**src/rtl/serial_frame_rx_if.sv**
```systemverilog
// serial_frame_rx_if
//   Groups the serial input, the output byte handshake and the status flags
//   of serial_frame_rx so they travel as one bundle.
//
//   Handshake: dout_vld=1 means dout holds an unconsumed byte. The byte is
//   consumed on any rising clk edge where dout_vld=1 and out_rdy=1. While
//   dout_vld=1 and out_rdy=0, dout holds its value. out_rdy may be driven
//   independently of dout_vld.
//
//   Signals
//     sin       : serial data bit (from upstream flop)
//     sin_en    : bit strobe, sin is taken on an edge only when sin_en=1
//     out_rdy   : downstream ready
//     dout      : received byte
//     dout_vld  : dout holds an unconsumed byte
//     busy      : receiver is not hunting for sync
//     perr      : one-cycle parity failure pulse
//     ovf       : sticky "good byte dropped" flag
//     state_dbg : current receiver state encoding (0=HUNT, 1=DATA, 2=PAR)
//
//   Modports
//     master : the side that feeds bits and consumes bytes
//     slave  : the receiver itself
interface serial_frame_rx_if;
    logic       sin;
    logic       sin_en;
    logic       out_rdy;
    logic [7:0] dout;
    logic       dout_vld;
    logic       busy;
    logic       perr;
    logic       ovf;
    logic [1:0] state_dbg;

    modport master (
        output sin, sin_en, out_rdy,
        input  dout, dout_vld, busy, perr, ovf, state_dbg
    );

    modport slave (
        input  sin, sin_en, out_rdy,
        output dout, dout_vld, busy, perr, ovf, state_dbg
    );
endinterface

```
**src/rtl/serial_frame_rx.sv**
```systemverilog
// serial_frame_rx
//   Serial frame receiver. Hunts for a 4-bit sync pattern, then collects
//   8 data bits LSB-first and one parity bit. Good bytes are presented on a
//   single-entry output buffer with a valid/ready handshake; parity failures
//   pulse perr, and good bytes that find the buffer full set sticky ovf.
//
//   Parameters
//     SYNC_PAT : sync pattern, oldest bit in the MSB
//     PAR_ODD  : 0 = even parity, 1 = odd parity
//
//   Ports
//     clk : rising-edge clock
//     rst : synchronous active-high reset
//     bus : serial_frame_rx_if.slave (sin, sin_en, out_rdy in;
//           dout, dout_vld, busy, perr, ovf, state_dbg out)
module serial_frame_rx #(
    parameter logic [3:0] SYNC_PAT = 4'b1011,
    parameter bit         PAR_ODD  = 1'b0
) (
    input  logic                clk,
    input  logic                rst,
    serial_frame_rx_if.slave    bus
);

    typedef enum logic [1:0] {
        HUNT = 2'd0,
        DATA = 2'd1,
        PAR  = 2'd2
    } state_t;

    state_t     state, state_n;
    logic [3:0] hist, hist_n;
    logic [2:0] cnt, cnt_n;
    logic [7:0] data, data_n;
    logic [7:0] dout, dout_n;
    logic       dout_vld, dout_vld_n;
    logic       perr, perr_n;
    logic       ovf, ovf_n;

    logic [3:0] hist_shift;
    logic       par_ok;

    assign hist_shift = {hist[2:0], bus.sin};
    assign par_ok     = ((^data) ^ bus.sin) == PAR_ODD;

    always_ff @(posedge clk) begin
        if (rst) begin
            state    <= HUNT;
            hist     <= 4'd0;
            cnt      <= 3'd0;
            data     <= 8'd0;
            dout     <= 8'd0;
            dout_vld <= 1'b0;
            perr     <= 1'b0;
            ovf      <= 1'b0;
        end else begin
            state    <= state_n;
            hist     <= hist_n;
            cnt      <= cnt_n;
            data     <= data_n;
            dout     <= dout_n;
            dout_vld <= dout_vld_n;
            perr     <= perr_n;
            ovf      <= ovf_n;
        end
    end

    always_comb begin
        state_n    = state;
        hist_n     = hist;
        cnt_n      = cnt;
        data_n     = data;
        dout_n     = dout;
        dout_vld_n = dout_vld;
        perr_n     = 1'b0;
        ovf_n      = ovf;

        // Consumption first; a byte loading on the same edge overrides it.
        if (dout_vld && bus.out_rdy) begin
            dout_vld_n = 1'b0;
        end

        if (bus.sin_en) begin
            case (state)
                HUNT: begin
                    hist_n = hist_shift;
                    if (hist_shift == SYNC_PAT) begin
                        state_n = DATA;
                        cnt_n   = 3'd0;
                        data_n  = 8'd0;
                    end
                end
                DATA: begin
                    data_n[cnt] = bus.sin;
                    cnt_n       = 3'(cnt + 3'd1);
                    if (cnt == 3'd7) begin
                        state_n = PAR;
                    end
                end
                PAR: begin
                    state_n = HUNT;
                    // History restarts empty so sync cannot borrow frame bits.
                    hist_n  = 4'd0;
                    if (!par_ok) begin
                        perr_n = 1'b1;
                    end else if (!dout_vld || bus.out_rdy) begin
                        dout_n     = data;
                        dout_vld_n = 1'b1;
                    end else begin
                        ovf_n = 1'b1;
                    end
                end
                default: begin
                    state_n = HUNT;
                    hist_n  = 4'd0;
                end
            endcase
        end
    end

    assign bus.dout      = dout;
    assign bus.dout_vld  = dout_vld;
    assign bus.busy      = (state != HUNT);
    assign bus.perr      = perr;
    assign bus.ovf       = ovf;
    assign bus.state_dbg = state;

endmodule

```
**src/flat_wrapper.sv**
```systemverilog
// flat-port wrapper written by rule: the top's interface ports become plain ports
module serial_frame_rx_flat 
#(
    parameter logic [3:0] SYNC_PAT = 4'b1011,
    parameter bit         PAR_ODD  = 1'b0
)
  (clk, rst, bus_sin, bus_sin_en, bus_out_rdy, bus_dout, bus_dout_vld, bus_busy, bus_perr, bus_ovf, bus_state_dbg);
  serial_frame_rx_if bus_i ();
  input  logic clk;
  input  logic rst;
  input wire logic [$bits(bus_i.sin)-1:0] bus_sin;
  input wire logic [$bits(bus_i.sin_en)-1:0] bus_sin_en;
  input wire logic [$bits(bus_i.out_rdy)-1:0] bus_out_rdy;
  output wire logic [$bits(bus_i.dout)-1:0] bus_dout;
  output wire logic [$bits(bus_i.dout_vld)-1:0] bus_dout_vld;
  output wire logic [$bits(bus_i.busy)-1:0] bus_busy;
  output wire logic [$bits(bus_i.perr)-1:0] bus_perr;
  output wire logic [$bits(bus_i.ovf)-1:0] bus_ovf;
  output wire logic [$bits(bus_i.state_dbg)-1:0] bus_state_dbg;
  assign bus_i.sin = bus_sin;
  assign bus_i.sin_en = bus_sin_en;
  assign bus_i.out_rdy = bus_out_rdy;
  assign bus_dout = bus_i.dout;
  assign bus_dout_vld = bus_i.dout_vld;
  assign bus_busy = bus_i.busy;
  assign bus_perr = bus_i.perr;
  assign bus_ovf = bus_i.ovf;
  assign bus_state_dbg = bus_i.state_dbg;
  serial_frame_rx #(.SYNC_PAT(SYNC_PAT), .PAR_ODD(PAR_ODD)) u_core (.clk(clk), .rst(rst), .bus(bus_i));
endmodule
```
**config.mk**
```make
export PLATFORM = sky130hd
export DESIGN_NAME = serial_frame_rx_flat
export DESIGN_NICKNAME = d
export VERILOG_FILES = /design/src/rtl/serial_frame_rx_if.sv /design/src/rtl/serial_frame_rx.sv /design/src/flat_wrapper.sv
export SDC_FILE = /design/constraint.sdc
export NUM_CORES = 1
export LEC_CHECK = 0
export CORE_ASPECT_RATIO = 1.75
export CORE_UTILIZATION = 57
export DETAILED_ROUTE_END_ITERATION = 8
export PLACE_DENSITY = 0.83
export SLEW_MARGIN = 40
export SYNTH_ARGS = -nofsm -noshare
export SYNTH_HDL_FRONTEND = slang
export SYNTH_SLANG_ARGS = --single-unit
```
**constraint.sdc**
```tcl
create_clock -name clk -period 4.2 [get_ports clk]
set_clock_uncertainty 0.1 [all_clocks]
set_input_delay 0.42 -clock clk [delete_from_list [all_inputs] [get_ports clk]]
set_output_delay 0.42 -clock clk [all_outputs]
set_load 0.02 [all_outputs]
```
==> summary.txt <==
Run status
  – Outcome: finished, final reports clean

Floorplanning
  – Core area: approximately 2100 um^2
  – # rows: 22
  – DIE AREA: 2520 um^2
  – Total I/O pin count: 19
  – Height of the die: between 60 and 70 um
  – Initial core utilization: between 60% and 70%
  – Die X: 38.3 um

Power
  – Sequential fraction of design power: approximately 66%
  – Internal power: just over 0.3 mW
  – Peak VDD IR: 0.000216 V
  – Logic gate share of total power: around 4.7%
  – LEAKAGE: around 0.53 nW
  – Switching Share: between 20% and 30%
  – Clk pwr share: 28.9%
  – P_sw: 0.0871 mW
  – Pwr dens: between 200 and 300 nW/um^2

STA
  – Worst-Margin Slew: about 0.76 ns
  – RSZ-0062 raised after global routing: no
  – Setup TNS: 0 ns
  – Setup-failing EPs final: 0
  – Crit path time final: ~2.3 ns
  – F_max: around 440 MHz
  – Slew headroom: approximately half
  – Final hold vios: 0
  – Fin crit share: around 54%
  – Final slew viol count: 0

Setup path
  – CP Data Required Time: ~3.7 ns
  – Critical path data arrival time: about 1.7 ns
  – Startpoint Class: flip-flop
  – Max incr delay on CP: 0.59 ns
  – Slowest CP cell: clkdlybuf4s50_1
  – CP Cell Sequence: inv_2 -> nand2_1 -> clkdlybuf4s50_1
  – CP Capture Type: output pin
  – Kind of critical path: reg -> out
  – CP Max Fanout: 13

Synthesis
  – FFs w/ async S/R, synth: 0%
  – Syn_nets: around 160
  – Post-synth EDFFs: 0
  – Synth cell count leaders: dfxtp_1 (27), a21oi_1 (16), nand2b_1 (15)
  – Synth area leader: dfxtp_1
  – Cells after synthesis: 151
  – Share of the synthesized area in the top cell type: just over 40%
  – Ys Warns: 0
  – Synth area leaders: dfxtp_1 (41%), nand2b_1 (7.1%), a21oi_1 (6.1%)
  – Top-count cell post-synth: dfxtp_1
  – Distinct cells, synth: 35
  – Synth Flop Type: dfxtp_1
  – Register area share after synthesis: between 40% and 50%
  – #FFs+latches synth: 27
  – Syn Area/Cell: just under 9 um^2
  – Synthesized area: 1320 um^2

Hold path
  – HP Class: reg -> reg

Clocking
  – H-tree levels: 1
  – Setup bufs post-CTS: 0
  – TritonCTS clock tree: done
  – Worst skew pair latency: around 0.33 ns
  – CTS Root Buffer Type: clkbuf_4
  – Hold buffers post-CTS: 0
  – CTS resizes: 0
  – CTS Buffer Depth: 2
  – Num CTS Buffers: 3
  – Worst-path clk slew: roughly 0.14 ns
  – CTS sink count: 27

GRT
  – First-pass GRT wire length: 4360 um
  – GRT Residual Overflow: 0
  – Antenna violations before repair: 0
  – Total global-route track usage: a little under a quarter
  – Vias in the first global route: roughly 1000
  – Largest net degree at the start of global routing: 37

Placement
  – DP Area: between 1000 and 1500 um^2
  – Placed cells: between 150 and 200
  – Final RePlAce weighted congestion: approximately 0.85
  – # port buffers: 18
  – DP HPWL: 1880 um

Routing
  – Wire per inst: about 13 um
  – Vias/cell: roughly 5.7
  – DRC errors left: 0
  – Routed Antenna Nets: 0
  – Initial DRC Count: 42
  – Routed WL: 2540 um
  – Drt first pass iters: 4
  – Via Count: approximately 1100

Layout
  – Area delta synth->final: 15.4%
  – Design area: between 1500 and 2000 um^2
  – Finished Layout Cells: around 190
  – Fin nets: 173
  – Antenna Cells: 0
  – Ratio of cells with drive above 1 in the final layout: approximately 5.5%

Job
  – MaxCap Viol Count: 0
## power groups by stage
stage / Combinational, mW / Sequential, mW / Clock, mW
global route: 0.0200 / 0.258 / 0.126
global placement: 0.0183 / 0.264 / 0
CTS: 0.0184 / 0.258 / 0.115
floorplan: 0.0126 / 0.263 / 0
finish: 0.0184 / 0.258 / 0.112
detailed placement: 0.0183 / 0.264 / 0
## flip-flops by register name, summed over array words and instances, names as in the netlist
signal                flops
u_core.hist               3
u_core.bus.ovf            1
u_core.bus.perr           1
u_core.bus.dout           8
u_core.cnt                3
u_core.data               8
u_core.bus.state_dbg      2
u_core.bus.dout_vld       1
## final cells by class
| cell class | instances | area [um^2] |
|---|---|---|
| multi-input combinational | 110 | 724 |
| fill | 184 | 627 |
| sequential | 27 | 541 |
| timing repair buffer | 18 | 175 |
| tap | 24 | 30.0 |
| clock buffer | 3 | 22.5 |
| inverter | 6 | 22.5 |
| clock inverter | 1 | 5.00 |
## through the flow
step	setup slack, ns	hold WS, ns	total power, mW	utilization [%]
5_1_grt	1.85	0.396	0.404	70.8
4_1_cts	1.93	0.375	0.391	70.8
2_1_floorplan	2.36	0.346	0.276	-
3_5_place_dp	1.76	0.356	0.282	69.5
6_report	1.94	0.372	0.389	70.8
3_3_place_gp	1.87	0.345	0.282	69.8
## cell families after synthesis
| logic type | Yosys count | synth area share, % |
|---|---|---|
| simple gates | 55 | 23.0 |
| compound gates | 38 | 16.2 |
| flops | 27 | 41.0 |
| buf+inv | 14 | 3.99 |
| mux | 9 | 7.79 |
| xor+xnor | 6 | 6.08 |
| fa+ha+maj | 2 | 1.90 |
## cell usage in the layout, fill, tap and decap left out, drive strengths merged, types with 2 or more instances in the layout
master / count
nand2: 13
ha: 2
inv: 6
nor2b: 4
xnor3: 2
and3: 2
a21oi: 16
o21ai: 12
dfxtp: 27
a22oi: 4
nor2: 8
xor2: 2
clkdlybuf4s50: 17
nand3: 3
or2b: 2
a31oi: 2
clkbuf: 3
mux2i: 9
xnor2: 2
nand2b: 15
## worst paths after layout
| path | from | to | slack (ns) | cells past startpoint |
|---|---|---|---|---|
| setup / recovery | u_core.bus.state_dbg[0] | bus_busy | 1.94 | 3 |
| hold / removal | u_core.bus.ovf | u_core.bus.ovf | 0.37 | 2 |
| setup reg to reg | u_core.data[0] | u_core.bus.dout[3] | 2.17 | 4 |
| hold reg to reg | u_core.bus.ovf | u_core.bus.ovf | 0.37 | 2 |
## worst max-delay path: cells and delay by family (launching register included)
kind	cells	cell delay, ns
flip-flops	1	0.57
buffers and inverters	2	0.76
AND/OR/NAND/NOR	1	0.09
## per-layer routing
metal	wire (um)	up-vias	global-route usage, %
met2	1370	29	41.1
met3	72	8	2.36
li1	-	547	-
met4	75	0	10.8
met5	0	-	0
met1	1030	492	27.4
No activity file was read; power rests on OpenSTA's default activity.
